===== src/rtl/troco_pkg.sv =====
// troco_pkg: shared definitions for the change dispenser.
//   - 3-bit note codes (same encoding as the note-entry decoder)
//   - note face values in R$
//   - erro_code values
//   - dispenser FSM state type
package troco_pkg;

    localparam logic [2:0] NOTA_NENHUMA = 3'b000;
    localparam logic [2:0] NOTA_2       = 3'b001;
    localparam logic [2:0] NOTA_5       = 3'b010;
    localparam logic [2:0] NOTA_10      = 3'b011;
    localparam logic [2:0] NOTA_20      = 3'b100;
    localparam logic [2:0] NOTA_50      = 3'b101;
    localparam logic [2:0] NOTA_100     = 3'b110;
    localparam logic [2:0] NOTA_200     = 3'b111;

    localparam logic [2:0] ERRO_OK        = 3'b000;
    localparam logic [2:0] ERRO_SEM_TROCO = 3'b001;
    localparam logic [2:0] ERRO_CANCELADO = 3'b010;
    localparam logic [2:0] ERRO_TIMEOUT   = 3'b011;

    typedef enum logic [1:0] {
        S_IDLE,
        S_SELECT,
        S_OFFER,
        S_END
    } estado_t;

    // Face value in R$ of a note code; 0 for the idle code.
    function automatic logic [7:0] valor_nota(input logic [2:0] code);
        case (code)
            NOTA_2:   valor_nota = 8'd2;
            NOTA_5:   valor_nota = 8'd5;
            NOTA_10:  valor_nota = 8'd10;
            NOTA_20:  valor_nota = 8'd20;
            NOTA_50:  valor_nota = 8'd50;
            NOTA_100: valor_nota = 8'd100;
            NOTA_200: valor_nota = 8'd200;
            default:  valor_nota = 8'd0;
        endcase
    endfunction

endpackage


===== src/rtl/selecionador_nota.sv =====
// selecionador_nota: combinational note picker.
//   rem        in   W  remaining amount
//   code       out  3  largest note n <= rem such that (rem - n) is not 1 or 3
//   valor      out  8  face value of the chosen note (0 if none)
//   impossivel out  1  rem is 1 or 3: no exact change possible
// With rem == 0 no note is chosen and impossivel stays 0.
module selecionador_nota
    import troco_pkg::*;
#(
    parameter int unsigned W = 8
) (
    input  logic [W-1:0] rem,
    output logic [2:0]   code,
    output logic [7:0]   valor,
    output logic         impossivel
);

    logic        w_found;
    int unsigned w_rem;
    int unsigned w_nv;

    always_comb begin
        code       = NOTA_NENHUMA;
        valor      = '0;
        w_found    = 1'b0;
        w_rem      = 32'(rem);
        w_nv       = 0;
        impossivel = (w_rem == 1) || (w_rem == 3);
        // Scan from the largest code down; the first acceptable note wins.
        // Never leaving 1 or 3 behind keeps every later step solvable.
        for (int unsigned c = 7; c >= 1; c--) begin
            w_nv = 32'(valor_nota(c[2:0]));
            if (!w_found && !impossivel && (w_nv <= w_rem) &&
                ((w_rem - w_nv) != 1) && ((w_rem - w_nv) != 3)) begin
                w_found = 1'b1;
                code    = c[2:0];
                valor   = valor_nota(c[2:0]);
            end
        end
    end

endmodule


===== src/rtl/dispensador_troco.sv =====
// dispensador_troco: issues a change amount as a sequence of notes,
// one per nota_valid/nota_ack handshake.
//   clk          in   1  clock, rising edge
//   rst_n        in   1  synchronous active-low reset
//   start        in   1  latch valor_troco and begin (ignored while busy)
//   cancela      in   1  abort current dispense
//   valor_troco  in   W  change amount in R$
//   nota_ack     in   1  mechanism accepted the offered note
//   nota_valid   out  1  nota_code valid, held until acked
//   nota_code    out  3  offered note code (000 when not offering)
//   busy         out  1  dispense in progress
//   done         out  1  one-cycle pulse at end of operation
//   erro_code    out  3  result of last operation, held until next start
//   qtd_notas    out  8  notes acked in current/last operation
module dispensador_troco
    import troco_pkg::*;
#(
    parameter int unsigned W           = 8,
    parameter int unsigned ACK_TIMEOUT = 255
) (
    input  logic         clk,
    input  logic         rst_n,
    input  logic         start,
    input  logic         cancela,
    input  logic [W-1:0] valor_troco,
    input  logic         nota_ack,
    output logic         nota_valid,
    output logic [2:0]   nota_code,
    output logic         busy,
    output logic         done,
    output logic [2:0]   erro_code,
    output logic [7:0]   qtd_notas
);

    localparam int unsigned TW = (ACK_TIMEOUT < 2) ? 1 : $clog2(ACK_TIMEOUT + 1);
    localparam logic [TW-1:0] CNT_LAST = TW'(ACK_TIMEOUT - 1);

    estado_t       r_state, w_state_n;
    logic [W-1:0]  r_rem,   w_rem_n;
    logic [7:0]    r_valor, w_valor_n;
    logic [TW-1:0] r_cnt,   w_cnt_n;
    logic [7:0]    r_qtd,   w_qtd_n;
    logic          r_valid, w_valid_n;
    logic [2:0]    r_code,  w_code_n;
    logic          r_busy,  w_busy_n;
    logic          r_done,  w_done_n;
    logic [2:0]    r_erro,  w_erro_n;

    logic [2:0]    w_sel_code;
    logic [7:0]    w_sel_valor;
    logic          w_sel_impossivel;

    selecionador_nota #(.W(W)) u_sel (
        .rem        (r_rem),
        .code       (w_sel_code),
        .valor      (w_sel_valor),
        .impossivel (w_sel_impossivel)
    );

    always_ff @(posedge clk) begin
        if (!rst_n) begin
            r_state <= S_IDLE;
            r_rem   <= '0;
            r_valor <= '0;
            r_cnt   <= '0;
            r_qtd   <= '0;
            r_valid <= 1'b0;
            r_code  <= NOTA_NENHUMA;
            r_busy  <= 1'b0;
            r_done  <= 1'b0;
            r_erro  <= ERRO_OK;
        end else begin
            r_state <= w_state_n;
            r_rem   <= w_rem_n;
            r_valor <= w_valor_n;
            r_cnt   <= w_cnt_n;
            r_qtd   <= w_qtd_n;
            r_valid <= w_valid_n;
            r_code  <= w_code_n;
            r_busy  <= w_busy_n;
            r_done  <= w_done_n;
            r_erro  <= w_erro_n;
        end
    end

    // Outputs are registered: done is set on the edge entering END so it is
    // high exactly during the END cycle; valid/code are set on SELECT->OFFER.
    always_comb begin
        w_state_n = r_state;
        w_rem_n   = r_rem;
        w_valor_n = r_valor;
        w_cnt_n   = r_cnt;
        w_qtd_n   = r_qtd;
        w_valid_n = r_valid;
        w_code_n  = r_code;
        w_busy_n  = r_busy;
        w_done_n  = 1'b0;
        w_erro_n  = r_erro;

        case (r_state)
            S_IDLE: begin
                if (start) begin
                    w_rem_n   = valor_troco;
                    w_qtd_n   = '0;
                    w_cnt_n   = '0;
                    w_erro_n  = ERRO_OK;
                    w_busy_n  = 1'b1;
                    w_state_n = S_SELECT;
                end
            end

            S_SELECT: begin
                if (cancela) begin
                    w_erro_n  = ERRO_CANCELADO;
                    w_done_n  = 1'b1;
                    w_state_n = S_END;
                end else if (r_rem == '0) begin
                    w_erro_n  = ERRO_OK;
                    w_done_n  = 1'b1;
                    w_state_n = S_END;
                end else if (w_sel_impossivel) begin
                    w_erro_n  = ERRO_SEM_TROCO;
                    w_done_n  = 1'b1;
                    w_state_n = S_END;
                end else begin
                    w_code_n  = w_sel_code;
                    w_valor_n = w_sel_valor;
                    w_valid_n = 1'b1;
                    w_cnt_n   = '0;
                    w_state_n = S_OFFER;
                end
            end

            S_OFFER: begin
                if (cancela) begin
                    w_valid_n = 1'b0;
                    w_code_n  = NOTA_NENHUMA;
                    w_erro_n  = ERRO_CANCELADO;
                    w_done_n  = 1'b1;
                    w_state_n = S_END;
                end else if (nota_ack) begin
                    w_rem_n   = r_rem - W'(r_valor);
                    w_qtd_n   = r_qtd + 8'd1;
                    w_cnt_n   = '0;
                    w_valid_n = 1'b0;
                    w_code_n  = NOTA_NENHUMA;
                    w_state_n = S_SELECT;
                end else if (r_cnt == CNT_LAST) begin
                    w_valid_n = 1'b0;
                    w_code_n  = NOTA_NENHUMA;
                    w_erro_n  = ERRO_TIMEOUT;
                    w_done_n  = 1'b1;
                    w_state_n = S_END;
                end else begin
                    w_cnt_n = r_cnt + TW'(1);
                end
            end

            S_END: begin
                w_busy_n  = 1'b0;
                w_state_n = S_IDLE;
            end

            default: w_state_n = S_IDLE;
        endcase
    end

    assign nota_valid = r_valid;
    assign nota_code  = r_code;
    assign busy       = r_busy;
    assign done       = r_done;
    assign erro_code  = r_erro;
    assign qtd_notas  = r_qtd;

endmodule


===== config.mk =====
export PLATFORM = sky130hd
export DESIGN_NAME = dispensador_troco
export DESIGN_NICKNAME = d
export VERILOG_FILES = /design/src/rtl/troco_pkg.sv /design/src/rtl/selecionador_nota.sv /design/src/rtl/dispensador_troco.sv
export SDC_FILE = /design/constraint.sdc
export NUM_CORES = 1
export LEC_CHECK = 0
export ABC_AREA = 1
export BUFFER_PORTS_ARGS = -buffer_cell sky130_fd_sc_hd__clkbuf_2
export CAP_MARGIN = 40
export CORE_MARGIN = 2
export CORE_UTILIZATION = 55
export DETAILED_ROUTE_END_ITERATION = 10
export GPL_TIMING_DRIVEN = 0
export PLACE_DENSITY_LB_ADDON = 0.25
export SLEW_MARGIN = 20
export SYNTH_ARGS = -nofsm -noshare
export SYNTH_HDL_FRONTEND = slang
export SYNTH_SLANG_ARGS = --single-unit

===== constraint.sdc =====
create_clock -name clk -period 4.6 [get_ports clk]
set_input_delay 1.38 -clock clk [delete_from_list [all_inputs] [get_ports clk]]
set_output_delay 1.38 -clock clk [all_outputs]
set_load 0.02 [all_outputs]

== After elaboration in Yosys (flattened, before gate mapping) ==
Index checks and enable logic that the tools add are counted.

* Bits in latches: 0
* ROM bits: 0
* Memory bits (writable): 0
* Register bits: 43
* Logic and storage cells: 183
* Memories: 0
* Input bits: 13

* Eq/ne operators: 31
* Add/sub/neg operators: 10
* Shift operators: 0
* $mul: 0
* Bitwise operators: 3
* Divide/modulo/power cells: 0
* Mux-type cells: 74
* Order comparisons: 7
* Reduce and logical (&&, ||, !) cells: 48

{| class="wikitable"
|+ Operators by type and width
! cell !! count
|-
| 32-bit by 1-bit inequality test with 1-bit output, second input constant || 7
|-
| 32-bit by 2-bit inequality test with 1-bit output, second input constant || 7
|-
| 8-bit two-way mux || 19
|-
| 3-bit two-way mux || 20
|-
| 8-bit case mux with 2 select lines || 2
|-
| 1-bit logical AND || 27
|-
| 8-bit case mux with 3 select lines || 1
|-
| 1-bit two-way mux || 22
|-
| 8-bit by 1-bit adder with 8-bit output, second input constant || 2
|-
| 2-bit inequality test, second input constant || 6
|-
| 5-bit AND reduction || 2
|-
| 3-bit inequality test, second input constant || 3
|-
| 3-bit case mux with 3 select lines || 1
|-
| 8-bit by 2-bit subtractor with 9-bit output, second input constant || 1
|-
| 8-bit by 3-bit subtractor with 9-bit output, second input constant || 1
|-
| 8-bit by 4-bit subtractor with 9-bit output, second input constant || 1
|-
| 8-bit by 5-bit subtractor with 9-bit output, second input constant || 1
|-
| 8-bit by 6-bit subtractor with 9-bit output, second input constant || 1
|-
| 8-bit by 7-bit subtractor with 9-bit output, second input constant || 1
|-
| 8-bit by 8-bit subtractor with 9-bit output, second input constant || 1
|-
| 8-bit by 1-bit equality test with 1-bit output, second input constant || 1
|-
| 8-bit by 2-bit equality test with 1-bit output, second input constant || 1
|-
| 8-bit equality test, second input constant || 1
|-
| 2-bit by 8-bit <= comparator with 1-bit output, first input constant || 1
|-
| 25 further kinds || 43
|}

== Depth between registers and ports, before layout ==
* Depth in word-level cells: 47
* Mapped depth: 15
* Depth with buffers taken out: 14

== By module ==
A second synthesis with hierarchy kept.

* Cells, all modules: 584
* Area total of the unflattened synthesis: 3535.9 µm²

{| class="wikitable"
|+ Modules (own cells, without submodules)
! module !! area each (µm²) !! cells an instance !! instances
|-
| dispensador_troco || 2605.0 || 383 || 1
|-
| selecionador_nota || 930.9 || 201 || 1
|}

== Worst setup path after synthesis ==
OpenSTA, ideal clock, no wires.

* Path type: in2reg
* From: in start
* To: reg r_cnt[2]
* Stages: 8
* Data arrival time: 2.349 ns
* Slack: 2.137 ns
* Path through: nor2_1 nor2_1 nand4_1 nor2_2 buf_6 nand2_2 xor2_1 nor2_1

* Cells in the longest elaborated chain, start to end: 2

{| class="wikitable"
|+ RTL lines
! element !! line !! text
|-
| from (decl) || dispensador_troco.sv:23 || <nowiki>input logic start,</nowiki>
|-
| 2-bit inequality test (no source line) || n/a ||
|-
| 7-bit AND reduction (no source line) || n/a ||
|-
| to (signal assigned) || dispensador_troco.sv:76 || <nowiki>r_cnt <= w_cnt_n;</nowiki>
|-
| to (decl) || dispensador_troco.sv:41 || <nowiki>logic [TW-1:0] r_cnt, w_cnt_n;</nowiki>
|}

No other way between the ends.
A chain may end at the register's enable or synchronous reset.

== Worst setup path in the final report ==
* From: in cancela
* To: reg r_qtd[3], in the netlist qtd_notas[3]

* Cells in the longest elaborated chain, start to end: 2

{| class="wikitable"
|+ RTL lines
! element !! line !! text
|-
| from (decl) || dispensador_troco.sv:24 || <nowiki>input logic cancela,</nowiki>
|-
| 2-bit inequality test (no source line) || n/a ||
|-
| 4-bit AND reduction (no source line) || n/a ||
|-
| to (signal assigned) || dispensador_troco.sv:77 || <nowiki>r_qtd <= w_qtd_n;</nowiki>
|-
| to (decl) || dispensador_troco.sv:42 || <nowiki>logic [7:0] r_qtd, w_qtd_n;</nowiki>
|}

No other way between the ends.

==> metrics.yaml <==
timing:
  finalCritPeriodShare_pct: 53.3
  slew_headroom_pct: 62.1
  rsz0062_at_grt: "false"
  tightest_slew_ps: 569
  finalMaxSlewViolations: 0
  finalHoldViolCount: 0
  fin_skew_ps: 8.43
  setup_slack_ps: 2150
  fin_setup_tns_ps: 0
  layout_min_cycle_time_ps: 2450
  fmax_ghz: 0.408
  setup_viol: 0
floorplan:
  start_util_pct: 57.5
  die_h_um: 80.4
  die_area_um2: 6460
  io_pins: 30
  coreArea_um2: 5570
  die_w_um: 80.4
  rows: 27
logic_synthesis:
  syn_area_um2: 3210
  synth.distinct_cells: 45
  synth_area_leaders: "dfxtp_1 26%, nand2_1 15%, ha_1 9.0%, a21oi_1 6.9%, inv_1 6.6%"
  yosysSeqAreaShare_pct: 26.2
  synth_top_area_share_pct: 26.2
  syn-instance-count: 487
  syn_area_per_cell_um2: 6.58
  yosys_warnings: 0
  ys_seq_elements: 42
  synth_top_area_cell: "dfxtp_1"
  syn_nets: 524
detailed_routing:
  ant_nets: 0
  drc: 0
  first_iter_violations: 271
  dr.pass1.iters: 5
  finalWirelength_um: 7620
  post_drt_wl_per_cell_um: 12.8
  viasPerCell: 5.38
  dr_total_vias: 3195
power_and_ir_drop:
  p_sw_share_pct: 50.8
  p_leak_nw: 1.70
  combPwrFrac_pct: 60.8
  pwr-share-seq_pct: 26.8
  power.internal_mw: 0.916
  p_clk_share_pct: 12.4
  max-vdd-ir-drop_mv: 0.332
  powerDensity_nw_per_um2: 529
  switchingPower_mw: 0.945
cells_and_area:
  final_cells: 594
  areaGrowthSynthToFinish_pct: 9.64
  finish.utilization_pct: 63.1
  mostFrequentLayoutCells: "125 x nand2_1, 56 x inv_1, 45 x nor2_1"
  final_common_cell: "nand2_1"
  diodes: 0
  post-route-cell-area_um2: 3520
  fin_nets: 559
  final_layout_size_suffix_gt1_share_pct: 15.3
  nFillCells: 537
clocking:
  cts_sinks: 42
  cts_tree: "done"
  clkLatencyLatePin_ps: 300
  htree_levels: 2
  clockRootBuffer: "clkbuf_8"
  postCtsHoldBufs: 0
  clk_path_buf_depth: 2
  cts_resized: 0
  post_cts_buffers: 0
  cts.clk_slew.worst_paths_ps: 80
  cts_buffers: 5
worst_hold_path:
  min_from: "nota_code[1]"
  hp-class: "reg -> reg"
worst_setup_path:
  required_ps: 4800
  worstPathArrival_ps: 2650
  crit-reg2reg-launch: "r_rem[0]"
  crit_fanout: 6
  crit_type: "in -> reg"
  cp-start-kind: "input pin"
  regToRegSetupSlack_ps: 2270
  crit_start: "cancela"
  worstSetupEndpointType: "register"
grt:
  grt_use_total_pct: 25.1
  grt.overflow.total: 0
  grt_pass1_wl_um: 12900
  antenna_found_initial: 0
  grt_start_max_net_pins: 13
  grt_pass1_vias: 2887
run:
  maxCapViolations: 0
place:
  dp_slack_ps: 1850
  dpl.cell_count: 587
  io_buffers: 28
  gp_congestion: 0.932
  dp_hpwl_um: 5980
  dpl_cell_area_um2: 3440
run_status:
  status: "completed"
==> stage by stage <==
stage / hold slack [ps] / total power [mW]
floorplan: 440 / 1.38
global placement: 457 / 1.59
detailed placement: 456 / 1.62
CTS: 469 / 1.86
global route: 483 / 2.04
finish: 468 / 1.86
==> layout make-up <==
class	count	area, um2	area share, %
clock inverters	2	10.0	0.285
flip-flops and latches	42	841	23.9
well taps	72	90.1	2.56
plain buffers	8	48.8	1.39
repair buffers	28	140	3.99
multi-input cells	368	2050	58.4
inverters	69	265	7.54
clock buffers	5	68.8	1.96
==> per-layer routing <==
metal  global-route usage, %  wire, um  part of all wire (%)
met5                       0         0                     0
met4                    6.78        65                  0.85
met3                    4.04       387                   5.1
met2                    42.9      3470                    46
met1                    32.8      3700                    48
==> synth_stat cells <==
master	number
nand4_1	6
nor2_1	45
or2_1	1
nand3_2	2
a22oi_1	3
o21ai_1	4
o21a_1	2
clkinv_2	1
xor2_1	3
nand3_1	39
nor2_4	3
nor3b_1	3
o21ai_2	1
a21oi_2	2
nand2_1	125
nand2_2	4
buf_4	2
a21oi_1	44
nand3_4	2
xnor2_1	1
inv_2	10
ha_1	23
buf_2	3
nand2_4	2
o31a_1	1
a211oi_1	2
nor2_2	3
dfxtp_1	42
a311oi_1	1
nor2_8	3
conb_1	1
nor3_1	9
o221a_2	3
o21bai_2	1
inv_6	1
nor3_4	1
o211a_1	1
inv_1	56
clkinv_1	1
buf_6	1
o21ai_0	23
o21bai_1	1
fa_1	1
clkbuf_1	2
nand3b_1	2
==> registers in the layout, indices dropped and copies added, names as in the netlist <==
name and cells:
r_cnt 8, done 1, r_valor 8, r_rem 8, erro_code 2, r_state 2
nota_code 3, qtd_notas 8, busy 1, nota_valid 1
==> power by group through the flow <==
stage | clock, mW | combinational [mW] | sequential, mW
global route | 0.253 | 1.28 | 0.509
finish | 0.231 | 1.13 | 0.498
floorplan | 0 | 0.866 | 0.510
detailed placement | 0 | 1.12 | 0.506
CTS | 0.236 | 1.12 | 0.498
global placement | 0 | 1.09 | 0.503
==> worst max-delay path, stage by stage <==
cell and delay [ps]:
clkbuf_2 150, nand2_1 130, nand2_1 120, nor2_4 210, nand2_1 240, nand2_1 240, a21oi_1 60, o21a_1 110
==> final timing paths <==
kind	cells past startpoint	to
min	2	nota_code[1]
max reg2reg	12	r_rem[6]
max	8	qtd_notas[3]
min reg2reg	2	nota_code[1]
==> cells by family after synthesis <==
kind of cell | synth area share, %
AO/OA/AOI/OAI | 16.0
flip-flops | 26.2
adder cells (fa/ha/maj) | 9.60
XOR/XNOR | 1.09
other | 0.117
AND/OR/NAND/NOR | 37.1
buffers and inverters | 9.79
No activity file was read; power rests on OpenSTA's default activity.
